**src/rtl/adc_if_pkg.sv**
```systemverilog
// Types and widths shared by the ADC responder and the ADC master model.
// Serial frames are 12 sample bits out and 6 configuration bits in, both LSB first.
package adc_if_pkg;

  localparam int ADC_DATA_W = 12;
  localparam int ADC_CFG_W  = 6;
  localparam int ADC_IDX_W  = 4;

  typedef enum logic [1:0] {
    IDLE,
    CONVERTING,
    SHIFTING,
    DONE
  } adc_state_e;

endpackage

```
**src/rtl/sync_edge_det.sv**
```systemverilog
// Two-flop synchronizer plus edge detector for one asynchronous input pin.
// Edges are reported only after the pin has been seen low once since reset.
module sync_edge_det (
  input  logic i_clk,
  input  logic i_rst_n,
  input  logic i_pin,
  output logic o_rise,
  output logic o_fall
);

  logic       sync1_q;
  logic       sync2_q;
  logic       prev_q;
  logic       armed_q;
  logic [1:0] fill_q;

  always_ff @(posedge i_clk or negedge i_rst_n) begin
    if (!i_rst_n) begin
      sync1_q <= 1'b0;
      sync2_q <= 1'b0;
      prev_q  <= 1'b0;
      armed_q <= 1'b0;
      fill_q  <= 2'd0;
    end else begin
      sync1_q <= i_pin;
      sync2_q <= sync1_q;
      prev_q  <= sync2_q;
      if (fill_q != 2'd2) begin
        fill_q <= fill_q + 2'd1;
      end
      // sync2_q holds a genuine pin sample only once fill_q reaches 2.
      if (fill_q == 2'd2 && !sync2_q) begin
        armed_q <= 1'b1;
      end
    end
  end

  assign o_rise = armed_q & sync2_q & ~prev_q;
  assign o_fall = armed_q & ~sync2_q & prev_q;

endmodule

```
**src/rtl/adc_responder.sv**
```systemverilog
// Emulated SPI-style ADC: convst starts a conversion, then 12 sck periods shift the sample out.
// Define ADC_RESP_TIMING_CHECK_EN to enable the o_timing_err protocol checker.
module adc_responder
  import adc_if_pkg::*;
#(
  parameter int CONV_CYCLES = 80
) (
  input  logic                  i_clk,
  input  logic                  i_rst_n,
  input  logic [ADC_DATA_W-1:0] i_sample,
  input  logic                  i_convst,
  input  logic                  i_sck,
  input  logic                  i_sdi,
  output logic                  o_sdo,
  output logic                  o_busy,
  output logic [ADC_CFG_W-1:0]  o_cfg,
  output logic                  o_cfg_valid,
  output logic                  o_frame_done,
  output logic                  o_timing_err
);

  localparam logic [7:0]           CONV_LAST = 8'(CONV_CYCLES);
  localparam logic [ADC_IDX_W-1:0] LAST_IDX  = ADC_IDX_W'(ADC_DATA_W - 1);

  logic cv_rise, cv_fall, sck_rise, sck_fall;
  logic start_conv, convst_low;

  adc_state_e            state_q;
  logic [ADC_DATA_W-1:0] shadow_q;
  logic [ADC_CFG_W-1:0]  cfg_sr_q;
  logic [ADC_CFG_W-1:0]  cfg_q;
  logic [7:0]            conv_cnt_q;
  logic [ADC_IDX_W-1:0]  edge_cnt_q;
  logic [ADC_IDX_W-1:0]  tx_idx_q;
  logic [ADC_IDX_W-1:0]  tx_idx_d;
  logic                  convst_hi_q;
  logic                  sdo_q;
  logic                  busy_q;
  logic                  cfg_valid_q;
  logic                  frame_done_q;

  sync_edge_det u_sync_convst (
    .i_clk  (i_clk),
    .i_rst_n(i_rst_n),
    .i_pin  (i_convst),
    .o_rise (cv_rise),
    .o_fall (cv_fall)
  );

  sync_edge_det u_sync_sck (
    .i_clk  (i_clk),
    .i_rst_n(i_rst_n),
    .i_pin  (i_sck),
    .o_rise (sck_rise),
    .o_fall (sck_fall)
  );

  // A convst rise anywhere except mid-conversion (re)starts a conversion and aborts any frame.
  assign start_conv = cv_rise && (state_q != CONVERTING);
  assign convst_low = cv_fall || (!cv_rise && !convst_hi_q);
  assign tx_idx_d   = (tx_idx_q >= LAST_IDX) ? tx_idx_q : tx_idx_q + 1'b1;

  always_ff @(posedge i_clk or negedge i_rst_n) begin
    if (!i_rst_n) begin
      state_q      <= IDLE;
      shadow_q     <= '0;
      cfg_sr_q     <= '0;
      cfg_q        <= '0;
      conv_cnt_q   <= '0;
      edge_cnt_q   <= '0;
      tx_idx_q     <= '0;
      convst_hi_q  <= 1'b0;
      sdo_q        <= 1'b0;
      busy_q       <= 1'b0;
      cfg_valid_q  <= 1'b0;
      frame_done_q <= 1'b0;
    end else begin
      cfg_valid_q  <= 1'b0;
      frame_done_q <= 1'b0;
      if (cv_rise) begin
        convst_hi_q <= 1'b1;
      end else if (cv_fall) begin
        convst_hi_q <= 1'b0;
      end

      if (start_conv) begin
        state_q    <= CONVERTING;
        shadow_q   <= i_sample;
        cfg_sr_q   <= '0;
        conv_cnt_q <= '0;
        edge_cnt_q <= '0;
        tx_idx_q   <= '0;
        busy_q     <= 1'b1;
        sdo_q      <= 1'b0;
      end else begin
        case (state_q)
          IDLE: begin
            sdo_q <= 1'b0;
          end
          CONVERTING: begin
            if (conv_cnt_q != CONV_LAST) begin
              conv_cnt_q <= conv_cnt_q + 8'd1;
            end else if (convst_low) begin
              state_q <= SHIFTING;
              busy_q  <= 1'b0;
              sdo_q   <= shadow_q[0];
            end
          end
          SHIFTING: begin
            if (sck_rise) begin
              for (int b = 0; b < ADC_CFG_W; b++) begin
                if (edge_cnt_q == ADC_IDX_W'(b)) begin
                  cfg_sr_q[b] <= i_sdi;
                end
              end
              edge_cnt_q <= edge_cnt_q + 1'b1;
              if (edge_cnt_q == LAST_IDX) begin
                state_q <= DONE;
                sdo_q   <= 1'b0;
              end
            end else if (sck_fall) begin
              tx_idx_q <= tx_idx_d;
              sdo_q    <= shadow_q[tx_idx_d];
            end
          end
          DONE: begin
            cfg_q        <= cfg_sr_q;
            cfg_valid_q  <= 1'b1;
            frame_done_q <= 1'b1;
            sdo_q        <= 1'b0;
            state_q      <= IDLE;
          end
          default: begin
            state_q <= IDLE;
          end
        endcase
      end
    end
  end

`ifdef ADC_RESP_TIMING_CHECK_EN
  logic timing_err_q;

  always_ff @(posedge i_clk or negedge i_rst_n) begin
    if (!i_rst_n) begin
      timing_err_q <= 1'b0;
    end else begin
      timing_err_q <= (state_q == CONVERTING && cv_fall && conv_cnt_q != CONV_LAST) ||
                      (state_q == SHIFTING && cv_rise);
    end
  end

  assign o_timing_err = timing_err_q;
`else
  assign o_timing_err = 1'b0;
`endif

  assign o_sdo        = sdo_q;
  assign o_busy       = busy_q;
  assign o_cfg        = cfg_q;
  assign o_cfg_valid  = cfg_valid_q;
  assign o_frame_done = frame_done_q;

endmodule

```
**config.mk**
```make
export PLATFORM = sky130hd
export DESIGN_NAME = adc_responder
export DESIGN_NICKNAME = d
export VERILOG_FILES = /design/src/rtl/adc_if_pkg.sv /design/src/rtl/sync_edge_det.sv /design/src/rtl/adc_responder.sv
export SDC_FILE = /design/constraint.sdc
export NUM_CORES = 1
export LEC_CHECK = 0
export ABC_AREA = 1
export CORE_UTILIZATION = 50
export DETAILED_ROUTE_END_ITERATION = 7
export GPL_ROUTABILITY_DRIVEN = 0
export PLACE_DENSITY = 0.82
export SYNTH_ARGS = -nofsm -noshare
export SYNTH_HDL_FRONTEND = slang
export SYNTH_SLANG_ARGS = --single-unit
```
**constraint.sdc**
```tcl
create_clock -name i_clk -period 2.9 [get_ports i_clk]
set_input_delay 0.29 -clock i_clk [delete_from_list [all_inputs] [get_ports i_clk]]
set_output_delay 0.29 -clock i_clk [all_outputs]
set_load 0.02 [all_outputs]
```
# Word level (Yosys, flattened, before mapping)
# Index checks and enable logic that the tools add are counted.
# W data, S select, Z words.
[totals] wordCells=151 out_inout_bits=11 register_bits=58
[classes] magnitude_cmp=2 n_reduce_logical=39 eq_ne=23 muxes=43 bitwise_logic=13 addsub=5
[op_table] cell="$mux W4" n=8
[op_table] cell="$reduce_bool A2 Y1" n=13
[op_table] cell="$mux W8" n=3
[op_table] cell="$reduce_and A3 Y1" n=8
[op_table] cell="$mux W1" n=21
[op_table] cell="$mux W6" n=3
[op_table] cell="$ne A3 B3 Y1 const B" n=4
[op_table] cell="$mux W2" n=5
[op_table] cell="$add A4 B1 Y4 const B" n=2
[op_table] cell="$add A8 B1 Y8 const B" n=1
[op_table] cell="$and A1 B1 Y1" n=8
[op_table] cell="$eq A2 B2 Y1 const B" n=4
[op_table] cell="$eq A4 B2 Y1 const B" n=2
[op_table] cell="$eq A4 B3 Y1 const B" n=2
[op_table] cell="$ne A4 B4 Y1 const B" n=2
[op_table] cell="$ne A8 B7 Y1 const B" n=1
[op_table] cell="$ne A2 B2 Y1 const B" n=3
[op_table] cell="$pmux W2 S3" n=1
[op_table] cell="$reduce_and A2 Y1" n=3
[op_table] cell="$lt A4 B5 Y1 const B" n=1
[op_table] cell="$not A1 Y1" n=5
[op_table] cell="$reduce_and A5 Y1" n=1
[op_table] cell="$add A2 B1 Y2 const B" n=2
[op_table] cell="$bmux W1 S4" n=1
[op_table] cell="other kinds (14)" n=21

# Longest topological paths before layout
# Gate-level depths: netlist of run 1.
[logic_depth] word_depth=9 depth_mapped=12 depth_no_buf=12

# Hierarchy
# Synthesis of run 1 repeated with hierarchy kept, for this count alone.
[unflattened] hier_cells=340 area_unflattened_um2=2842.7
[by_module_without_submodules] module="adc_responder" n_inst=1 cells_each=296 seq_area_each_um2=1151.1 area_each_um2=2402.3
[by_module_without_submodules] module="sync_edge_det" n_inst=2 cells_each=22 seq_area_each_um2=150.1 area_each_um2=220.2

# Worst setup path before layout of run 1
# No wires, ideal clock.
[synth_path] path_kind="register to register" start="reg state_q[0]" end="reg state_q[0]" path_stages_with_launch=10 path_buffers=0 t_arrival_ps=1443 required_ps=2768 slack_ps=1326 cell_sequence="dfrtp_1 -> ha_1 -> inv_1 -> nand4_4 -> inv_2 -> nor3_2 -> nor2_1 -> o211ai_1 -> nand2_1 -> o21ai_0"
[synth_via] elab_chain_cells=4 word_cells_on_any_way=13
[synth_rtl] item="start, declared" line="adc_responder.sv:28" rtl="adc_state_e state_q;"
[synth_rtl] item="start signal, assigned" line="adc_responder.sv:65" rtl="state_q <= IDLE;"
[synth_rtl] item="start signal, assigned" line="adc_responder.sv:87" rtl="state_q <= CONVERTING;"
[synth_rtl] item="start signal, assigned" line="adc_responder.sv:104" rtl="state_q <= SHIFTING;"
[synth_rtl] item="$ne A2 B1 Y1" line="adc_responder.sv:59" rtl="assign start_conv = cv_rise && (state_q != CONVERTING);"
[synth_rtl] item="$logic_and A1 B1 Y1" line="adc_responder.sv:59"
[synth_rtl] item="$ne A3 B3 Y1 (no line) / $reduce_bool A4 Y1 (equally long branches)"
[synth_rtl] item="$reduce_and A5 Y1 (no line)"
# Several ways; a longest one is shown, not always the timed one.
# A chain may end at the register's enable or synchronous reset.

# Final worst setup path of run 1
[layout_path] start="reg state_q[0]" end="reg state_q[1]"
# Same word-level chain as after synthesis.

==> results.yml, run 1 <==
clocking:
  h-tree-depth: 3
  cts_hold_buf: 0
  cts_root_buffer: "clkbuf_8"
  post_cts_buffers: 0
  cts_max_path_buffers: 2
  clkSinkCount: 58
  cts_tree: "done"
  cts-resized-gates: 0
  clk_pin_slew_ns: 0.07
  cts_buffers: 9
  insertion_delay_ns: 0.35
sta:
  rsz0062_at_grt: "false"
  worst_pin_slew_ns: 0.701
  relSlewSlack: 0.533
  tns_ns: 0
  finClkSkew_ns: 0.00577
  period_share: 0.680
  period_needed_ns: 1.97
  setup_viol: 0
  final_max_slew_viol_count: 0
  finalHoldViolCount: 0
  max_freq_ghz: 0.507
critical_path:
  cp_slowest_stage_delay_ns: 0.44
  cp_common_cell: "nand2_1"
  critPathBufInv: 2
  cp-start-kind: "register"
  path_cells: "ha_1 -> inv_1 -> nand4_4 -> buf_4 -> nand2_1 -> nand2_1 -> nand2_1 -> o211ai_1 -> nand2_1 -> o21ai_0"
  cp-end-kind: "register"
  arrival_ns: 2.19
  cp.required_ns: 3.12
  crit_path_top_delay_cell: "dfrtp_1"
  cp_top_family: "simple AND/OR/NAND/NOR gates"
  worstSetupPathType: "reg2reg"
  crit_path_max_fanout: 29
logic_synthesis:
  synthCells: 331
  yosysWarnings: 0
  syn_area_per_cell_um2: 8.51
  ys_types: 29
  ys_seq_area_frac: 0.515
  synth_area_um2: 2820
  synth_fp_nets: 361
  synth_seq_cells: 58
final_layout:
  drive_gt1_frac: 0.0949
  area_delta_synth_final_pct: 17.5
  diodes: 0
  regArea_um2: 1450
  fill_cells: 458
  multi_input_area_um2: 1190
  utilization: 0.628
  nNetsFinal: 394
job:
  drv_cap: 0
run_status:
  status: "finished clean"
power:
  vdd_ir_drop_max_uv: 546
  power.leakage_nw: 1.60
  powerDensity_nw_per_um2: 804
drt:
  vias_per_cell: 5.09
  drc_errors: 0
  wl_mm: 5.33
  detail-route-antenna-nets: 0
  drt_iter0_markers: 110
  first_pass_iters: 4
  wl_per_cell_um: 12.1
  num_vias: 2235
floorplanning:
  die-area_um2: 5940
  core_um2: 5270
  die_w_um: 77.1
  fp-row-count: 26
  initial_core_util: 0.534
  dieHeight_um: 77.1
  pin_count: 28
global_route:
  antenna_found_initial: 0
  grt_usage: 0.202
  grt_max_degree: 59
  grt_pass1_wl_mm: 9.14
  overflow: 0
  grt_pass1_vias: 2064
placed_design:
  io_buffer_count: 26
  place.detailed.hpwl_mm: 3.72
hold_path:
  min-delay-path-class: "in2async"
==> cells by family (layout without fill, tap and decap cells) <==
group,count (synthesis),count (layout),share of synthesized area
other cells,1,1,0.00133
compound gates,55,55,0.110
flops,58,58,0.515
buf+inv,44,82,0.0631
fa+ha+maj,13,13,0.0578
simple gates,158,158,0.247
xor+xnor,2,2,0.00622
==> through the flow <==
stage / area [um2] / hold WS, ns / std cells / total power [mW] / setup slack [ns]
6_report: 3310 / 0.0706 / 439 / 2.66 / 0.929
5_1_grt: 3310 / 0.129 / 439 / 2.85 / 0.738
4_1_cts: 3310 / 0.0945 / 439 / 2.68 / 0.928
3_5_place_dp: 3140 / 0.339 / 423 / 2.03 / 0.945
3_3_place_gp: 3140 / 0.334 / 423 / 1.99 / 0.997
2_1_floorplan: 2820 / -0.00559 / 331 / 1.74 / 1.33
==> final timing paths <==
| check | start | to | cells past startpoint | slack, ns |
|---|---|---|---|---|
| max in group asynchronous | i_rst_n | shadow_q[0] | 2 | 2.36 |
| setup reg to reg | state_q[0] | state_q[1] | 10 | 0.93 |
| hold / removal | i_rst_n | o_cfg[2] | 2 | 0.07 |
| setup / recovery | state_q[0] | state_q[1] | 10 | 0.93 |
| min in group i_clk | u_sync_sck.sync1_q | u_sync_sck.sync2_q | 0 | 0.35 |
| hold reg to reg | u_sync_sck.sync1_q | u_sync_sck.sync2_q | 0 | 0.35 |
==> routing by layer <==
| layer | routed length [um] | vias to the layer above | global-route usage | part of all wire |
|---|---|---|---|---|
| li1 | - | 1138 | - | - |
| met1 | 2610 | 1054 | 0.254 | 0.49 |
| met2 | 2420 | 33 | 0.309 | 0.45 |
| met3 | 195 | 10 | 0.0643 | 0.037 |
| met4 | 104 | 0 | 0.113 | 0.020 |
| met5 | 0 | - | 0 | 0 |
==> flip-flops by register name, indices dropped and copies added, names as in the netlist, 2 cells and up <==
register	flops
o_cfg	6
u_sync_convst.fill_q	2
conv_cnt_q	8
cfg_sr_q	6
state_q	2
edge_cnt_q	4
tx_idx_q	4
u_sync_sck.fill_q	2
shadow_q	12
==> final cells by class <==
| class | instances | area share |
|---|---|---|
| Inverter | 38 | 0.0431 |
| Clock inverter | 6 | 0.00983 |
| Clock buffer | 10 | 0.0416 |
| Timing Repair Buffer | 28 | 0.0817 |
| Multi-Input combinational cell | 229 | 0.359 |
| Sequential cell | 58 | 0.439 |
| Tap cell | 70 | 0.0265 |
==> synthesized netlist by cell type <==
master,instances,area (um2)
nor2_1,21,78.8
nor3_2,2,20.0
a31oi_1,1,6.26
nand2_1,94,353
dfrtp_1,58,1450
nand4_1,2,12.5
o211ai_1,3,22.5
buf_4,2,15.0
inv_2,3,11.3
buf_2,4,20.0
nand4_4,1,21.3
nor3_1,2,10.0
nor2_2,1,6.26
a21oi_1,21,105
a22o_1,1,8.76
inv_1,35,131
conb_1,1,3.75
nor4_1,1,6.26
nand3_2,2,20.0
or2_2,1,6.26
o21ai_4,1,16.3
a21o_1,1,7.51
xnor2_1,2,17.5
nand2_2,4,25.0
nand3_1,27,135
o22ai_1,3,18.8
o21ai_2,1,8.76
ha_1,13,163
o21ai_0,23,115
==> cells in the final DEF, fill, tap and decap left out, drive strengths merged <==
| master | synthesis | final |
|---|---|---|
| dfrtp | 58 | 58 |
| o211ai | 3 | 3 |
| nand4 | 3 | 3 |
| buf | 6 | 3 |
| o22ai | 3 | 3 |
| or2 | 1 | 1 |
| a21oi | 21 | 21 |
| clkinv | 0 | 5 |
| a21o | 1 | 1 |
| nor3 | 4 | 4 |
| conb | 1 | 1 |
| nor2 | 22 | 22 |
| xnor2 | 2 | 2 |
| ha | 13 | 13 |
| clkbuf | 0 | 10 |
| inv | 38 | 38 |
| nand3 | 29 | 29 |
| a31oi | 1 | 1 |
| a22o | 1 | 1 |
| clkinvlp | 0 | 1 |
| o21ai | 25 | 25 |
| nand2 | 98 | 98 |
| clkdlybuf4s50 | 0 | 25 |
| nor4 | 1 | 1 |
==> report_power, final <==
part | internal [mW] | total (mW) | leakage [nW] | switching, mW
combinational | 0.349 | 0.867 | 0.778 | 0.518
clock | 0.324 | 0.645 | 0.0916 | 0.320
sequential | 0.998 | 1.15 | 0.733 | 0.152
Power figures use the tool's default switching activity.
==> inputs of run 2 (changes only) <==
- PLACE_DENSITY: 0.82 -> 0.85
- clock period: 2.9 -> 1.69 ns (I/O delays scaled with it)
==> run 2 against run 1 <==
  * Final area increased by 8.6%
  * Worst setup slack worse by 0.91 ns
  * Clock skew grew 0.0079 ns
  * Global-route usage is 1.2 points higher
  * Die area unchanged
  * Largest power group unchanged
==> results.yml, run 2 (synthesized netlist as in run 1, its figures left out) <==
run_status:
  status: "finished clean"
clocking:
  clkSinkCount: 58
  insertion_delay_ns: 0.35
  h-tree-depth: 3
  cts_max_path_buffers: 2
  cts_root_buffer: "clkbuf_8"
  clk_pin_slew_ns: 0.07
  cts_tree: "done"
  cts_buffers: 9
sta:
  rsz0062_at_grt: "true"
  final_max_slew_viol_count: 0
  setup_viol: 0
  period_needed_ns: 1.67
  max_freq_ghz: 0.598
  finClkSkew_ns: 0.0137
  period_share: 0.990
  finalHoldViolCount: 0
global_route:
  grt_pass1_vias: 2239
  antenna_found_initial: 0
  grt_max_degree: 59
  grt_usage: 0.214
  overflow: 0
  grt_pass1_wl_mm: 9.83
power:
  intPower_mw: 3.33
  p_clk_frac: 0.271
  swShare: 0.354
  seqPwrFrac: 0.374
  power.total_mw: 5.16
  powerDensity_nw_per_um2: 1440
  p_switching_mw: 1.83
  vdd_ir_drop_max_uv: 1110
  power.leakage_nw: 1.75
  pwr-share-comb: 0.355
critical_path:
  cp.required_ns: 1.97
  cp-end-kind: "register"
  arrival_ns: 1.95
  cp-start-kind: "register"
  worstSetupPathType: "reg2reg"
  r2r_cells: 10
  crit_path_max_fanout: 6
final_layout:
  diodes: 0
  final_cell_mix: "91 x nand2_1, 58 x dfrtp_1, 34 x inv_1, 26 x nand3_1, 25 x clkdlybuf4s50_1"
  final_common_cell: "nand2_1"
  fill_cells: 413
  utilization: 0.682
  largest_reg_flops: 12
  nNetsFinal: 416
  area_delta_synth_final_pct: 27.6
  regMostFlops: "shadow_q"
  reg.largest.list: "shadow_q x12, conv_cnt_q x8"
  drive_gt1_frac: 0.174
drt:
  detail-route-antenna-nets: 0
  num_vias: 2379
  vias_per_cell: 5.16
  wl_mm: 5.79
  first_pass_iters: 4
  drt_iter0_markers: 136
  drc_errors: 0
  wl_per_cell_um: 12.6
hold_path:
  min-delay-path-class: "in2reg"
  holdPathStages: 1
floorplanning:
  dieHeight_um: 77.1
  pin_count: 28
  core_um2: 5270
  fp-row-count: 26
  die-area_um2: 5940
  die_w_um: 77.1
  initial_core_util: 0.534
placed_design:
  io_buffer_count: 26
  place.detailed.hpwl_mm: 4.02
job:
  drv_cap: 0
## run 2: cell types whose count changed in the layout (fill, tap and decap cells not counted), sizes merged
cell	previous run	this run
clkbuf	10	9
clkinv	5	3
buf	3	24
bufinv	0	2
clkinvlp	1	2
dlygate4sd3	0	1
## run 2: repair_timing
| item | CTS | global route |
|---|---|---|
| hold endpoints to repair | 58 | 0 |
| setup endpoints to repair | 0 | 7 |
| buffers inserted | 0 | 4 |
| hold buffers | 1 | 0 |
| gates resized for setup | 0 | 17 |
## run 2: per-layer routing
metal	up-vias	wire length, um	global-route usage
met4	0	168	0.106
met3	17	282	0.0607
li1	1184	-	-
met1	1109	2480	0.261
met2	69	2860	0.348
met5	-	0	0
## run 2: final cells by class
class	instances	area, um2	area share
clock buffer	9	124	0.0345
clock inverter	7	93.8	0.0261
multi-input combinational	229	1240	0.346
sequential	58	1450	0.404
timing repair buffer	50	450	0.125
inverter	38	143	0.0397
tap	70	87.6	0.0244
## run 2: worst paths after layout
check / startpoint / to / slack (ns)
max in group asynchronous: i_rst_n / shadow_q[8] / 1.08
worst min register to register: u_sync_convst.sync1_q / u_sync_convst.sync2_q / 0.35
worst min-delay path: i_convst / u_sync_convst.sync1_q / 0.26
min in group asynchronous: i_rst_n / o_cfg[5] / 0.36
worst max register to register: tx_idx_q[1] / o_sdo / 0.02
worst max-delay path: tx_idx_q[1] / o_sdo / 0.02
## run 2: critical path: stages (launching register included)
cell	delay, ns
dfrtp_1	0.41
ha_4	0.19
o21ai_4	0.24
nand2_2	0.12
nand2_4	0.11
nand2_1	0.06
nand3_1	0.07
nand2_1	0.06
a21oi_2	0.13
nand3_2	0.08
a21oi_2	0.13
## run 2: power groups by stage
stage	logic [mW]	clock network, mW	registers (mW)
6_report	1.83	1.40	1.93
5_1_grt	2.05	1.48	1.97
4_1_cts	1.74	1.42	1.92
3_5_place_dp	1.72	0	1.94
3_3_place_gp	1.65	0	1.93
2_1_floorplan	0.972	0	2.02
## run 2: stage by stage
stage / setup slack [ns] / cell area [um2] / std cells / hold WS [ns] / TNS, ns
2_1_floorplan: 0.116 / 2820 / 331 / -0.127 / 0
3_3_place_gp: 0.0907 / 3280 / 440 / 0.194 / 0
5_1_grt: -0.0594 / 3590 / 461 / 0.246 / -0.123
3_5_place_dp: 0.0735 / 3280 / 440 / 0.199 / 0
6_report: 0.0165 / 3590 / 461 / 0.262 / 0
4_1_cts: 0.0520 / 3510 / 457 / 0.249 / 0
==> inputs of run 3 (changes only) <==
- DONT_BUFFER_PORTS: default -> 1
- PLACE_DENSITY: 0.85 -> 0.79
==> run 3 against run 2 <==
  * First-iteration DRC count grew 25%
  * Core utilization is 1.0 points lower
  * Combinational power down 9%
  * Global-route usage increased by 0.53 points
  * Largest power group unchanged
  * Largest cell class unchanged
==> results.yml, run 3 (synthesized netlist as in run 1, its figures left out) <==
run_status:
  status: "finished clean"
global_route:
  gr-max-usage-layer: "met2"
  met3_usage: 0.0810
  grt_pass1_wl_mm: 10.0
  grt_pass1_vias: 2248
  grt_max_degree: 59
  grt_usage: 0.220
  overflow: 0
  grt_util_met2: 0.351
  met1_usage: 0.276
  antenna_found_initial: 0
drt:
  num_vias: 2362
  detail-route-antenna-nets: 0
  vias_per_cell: 5.25
  drt_iter0_markers: 170
  wl_per_cell_um: 13.6
  wl_mm: 6.10
  drc_errors: 0
  first_pass_iters: 5
final_layout:
  fill_cells: 443
  reg.largest.list: "shadow_q x12, conv_cnt_q x8"
  drive_gt1_frac: 0.200
  final_cell_mix: "87 x nand2_1, 58 x dfrtp_1, 33 x inv_1, 27 x nand3_1, 22 x buf_4"
  final_common_cell: "nand2_1"
  diodes: 0
  nNetsFinal: 405
  area_delta_synth_final_pct: 25.6
  regArea_um2: 1450
  multi_input_area_um2: 1280
  fin_area_um2: 3540
  largest_reg_flops: 12
  regMostFlops: "shadow_q"
placed_design:
  place.detailed.hpwl_mm: 3.77
  placed_cell_area_um2: 3000
  place_ws_ns: 0.0624
  io_buffer_count: 0
critical_path:
  cp_slowest_stage_delay_ns: 0.41
  cp.required_ns: 1.94
  cp-end-kind: "register"
  r2r_cells: 10
  regToRegSetupSlack_ns: 0.04
  crit_end: "o_sdo"
  r2r_start: "tx_idx_q[1]"
  reg2reg_to: "o_sdo"
  path_cells: "ha_4 -> o21ai_4 -> nand2_2 -> nand2_4 -> nand2_2 -> nand3_1 -> nand2_1 -> a21oi_1 -> nand3_1 -> a21oi_1"
  worstSetupPathType: "reg2reg"
  arrival_ns: 1.90
  cp-start-kind: "register"
  crit_path_top_delay_cell: "dfrtp_1"
  startpoint: "tx_idx_q[1]"
  crit_path_max_fanout: 5
floorplanning:
  initial_core_util: 0.534
  fp-row-count: 26
  core_um2: 5270
  die-area_um2: 5940
  pin_count: 28
  dieHeight_um: 77.1
  die_w_um: 77.1
clocking:
  clkSinkCount: 58
  insertion_delay_ns: 0.34
  cts_tree: "done"
  cts_max_path_buffers: 2
  clk_pin_slew_ns: 0.07
  cts_root_buffer: "clkbuf_8"
  cts_buffers: 9
  h-tree-depth: 3
hold_path:
  holdPathStages: 2
  min-delay-path-class: "in2reg"
  hp-start: "i_sdi"
sta:
  finalWorstSetupSlack_ns: 0.0449
  period_needed_ns: 1.65
  finalHoldViolCount: 0
  rsz0062_at_grt: "true"
  finClkSkew_ns: 0.00658
  period_share: 0.973
  setup_viol: 0
  max_freq_ghz: 0.608
  final_max_slew_viol_count: 0
  whs_ns: 0.121
power:
  powerDensity_nw_per_um2: 1450
  power.leakage_nw: 1.70
  power.total_mw: 5.13
  vdd_ir_drop_max_uv: 810
job:
  drv_cap: 0
## run 3: critical path: cells and delay by family (launching register included)
| kind | cells | cell delay [ns] |
|---|---|---|
| compound gates | 3 | 0.50 |
| simple gates | 6 | 0.47 |
| flops | 1 | 0.41 |
| fa+ha+maj | 1 | 0.19 |
## run 3: cell type report
| type | count | share of cell area |
|---|---|---|
| Inverter | 38 | 0.0410 |
| Sequential cell | 58 | 0.410 |
| Multi-Input combinational cell | 229 | 0.362 |
| Tap cell | 70 | 0.0248 |
| Clock inverter | 5 | 0.0219 |
| Timing Repair Buffer | 39 | 0.100 |
| Clock buffer | 11 | 0.0400 |
## run 3: per-stage QoR
stage	instances	TNS [ns]	util
after floorplan	331	0	-
after global placement	412	0	0.569
after detailed placement	412	0	0.569
after CTS	444	0	0.644
after global routing	450	-0.154	0.671
final	450	0	0.671
## run 3: routing by layer
| layer | share of wire | wire [um] |
|---|---|---|
| met1 | 0.43 | 2630 |
| met2 | 0.50 | 3050 |
| met3 | 0.058 | 355 |
| met4 | 0.011 | 65 |
| met5 | 0 | 0 |
## run 3: worst min path at each step
stage / end / slack, ns
2_1_floorplan: cfg_sr_q[0] / -0.13
3_3_place_gp: o_cfg[1] / -0.13
3_5_place_dp: o_cfg[0] / -0.13
4_1_cts: cfg_sr_q[4] / 0.1
5_1_grt: cfg_sr_q[2] / 0.14
6_report: cfg_sr_q[4] / 0.12
## run 3: timing repair
item,in CTS,in global routing
buffers inserted,0,6
hold endpoints to repair,72,0
hold buffers,16,0
pin swaps,1,18
resized for setup,0,33
setup endpoints to repair,1,14
## run 3: power by group
group | internal [mW] | switching (mW)
registers | 1.71 | 0.334
clock network | 0.865 | 0.541
logic | 0.707 | 0.967
total | 3.28 | 1.84
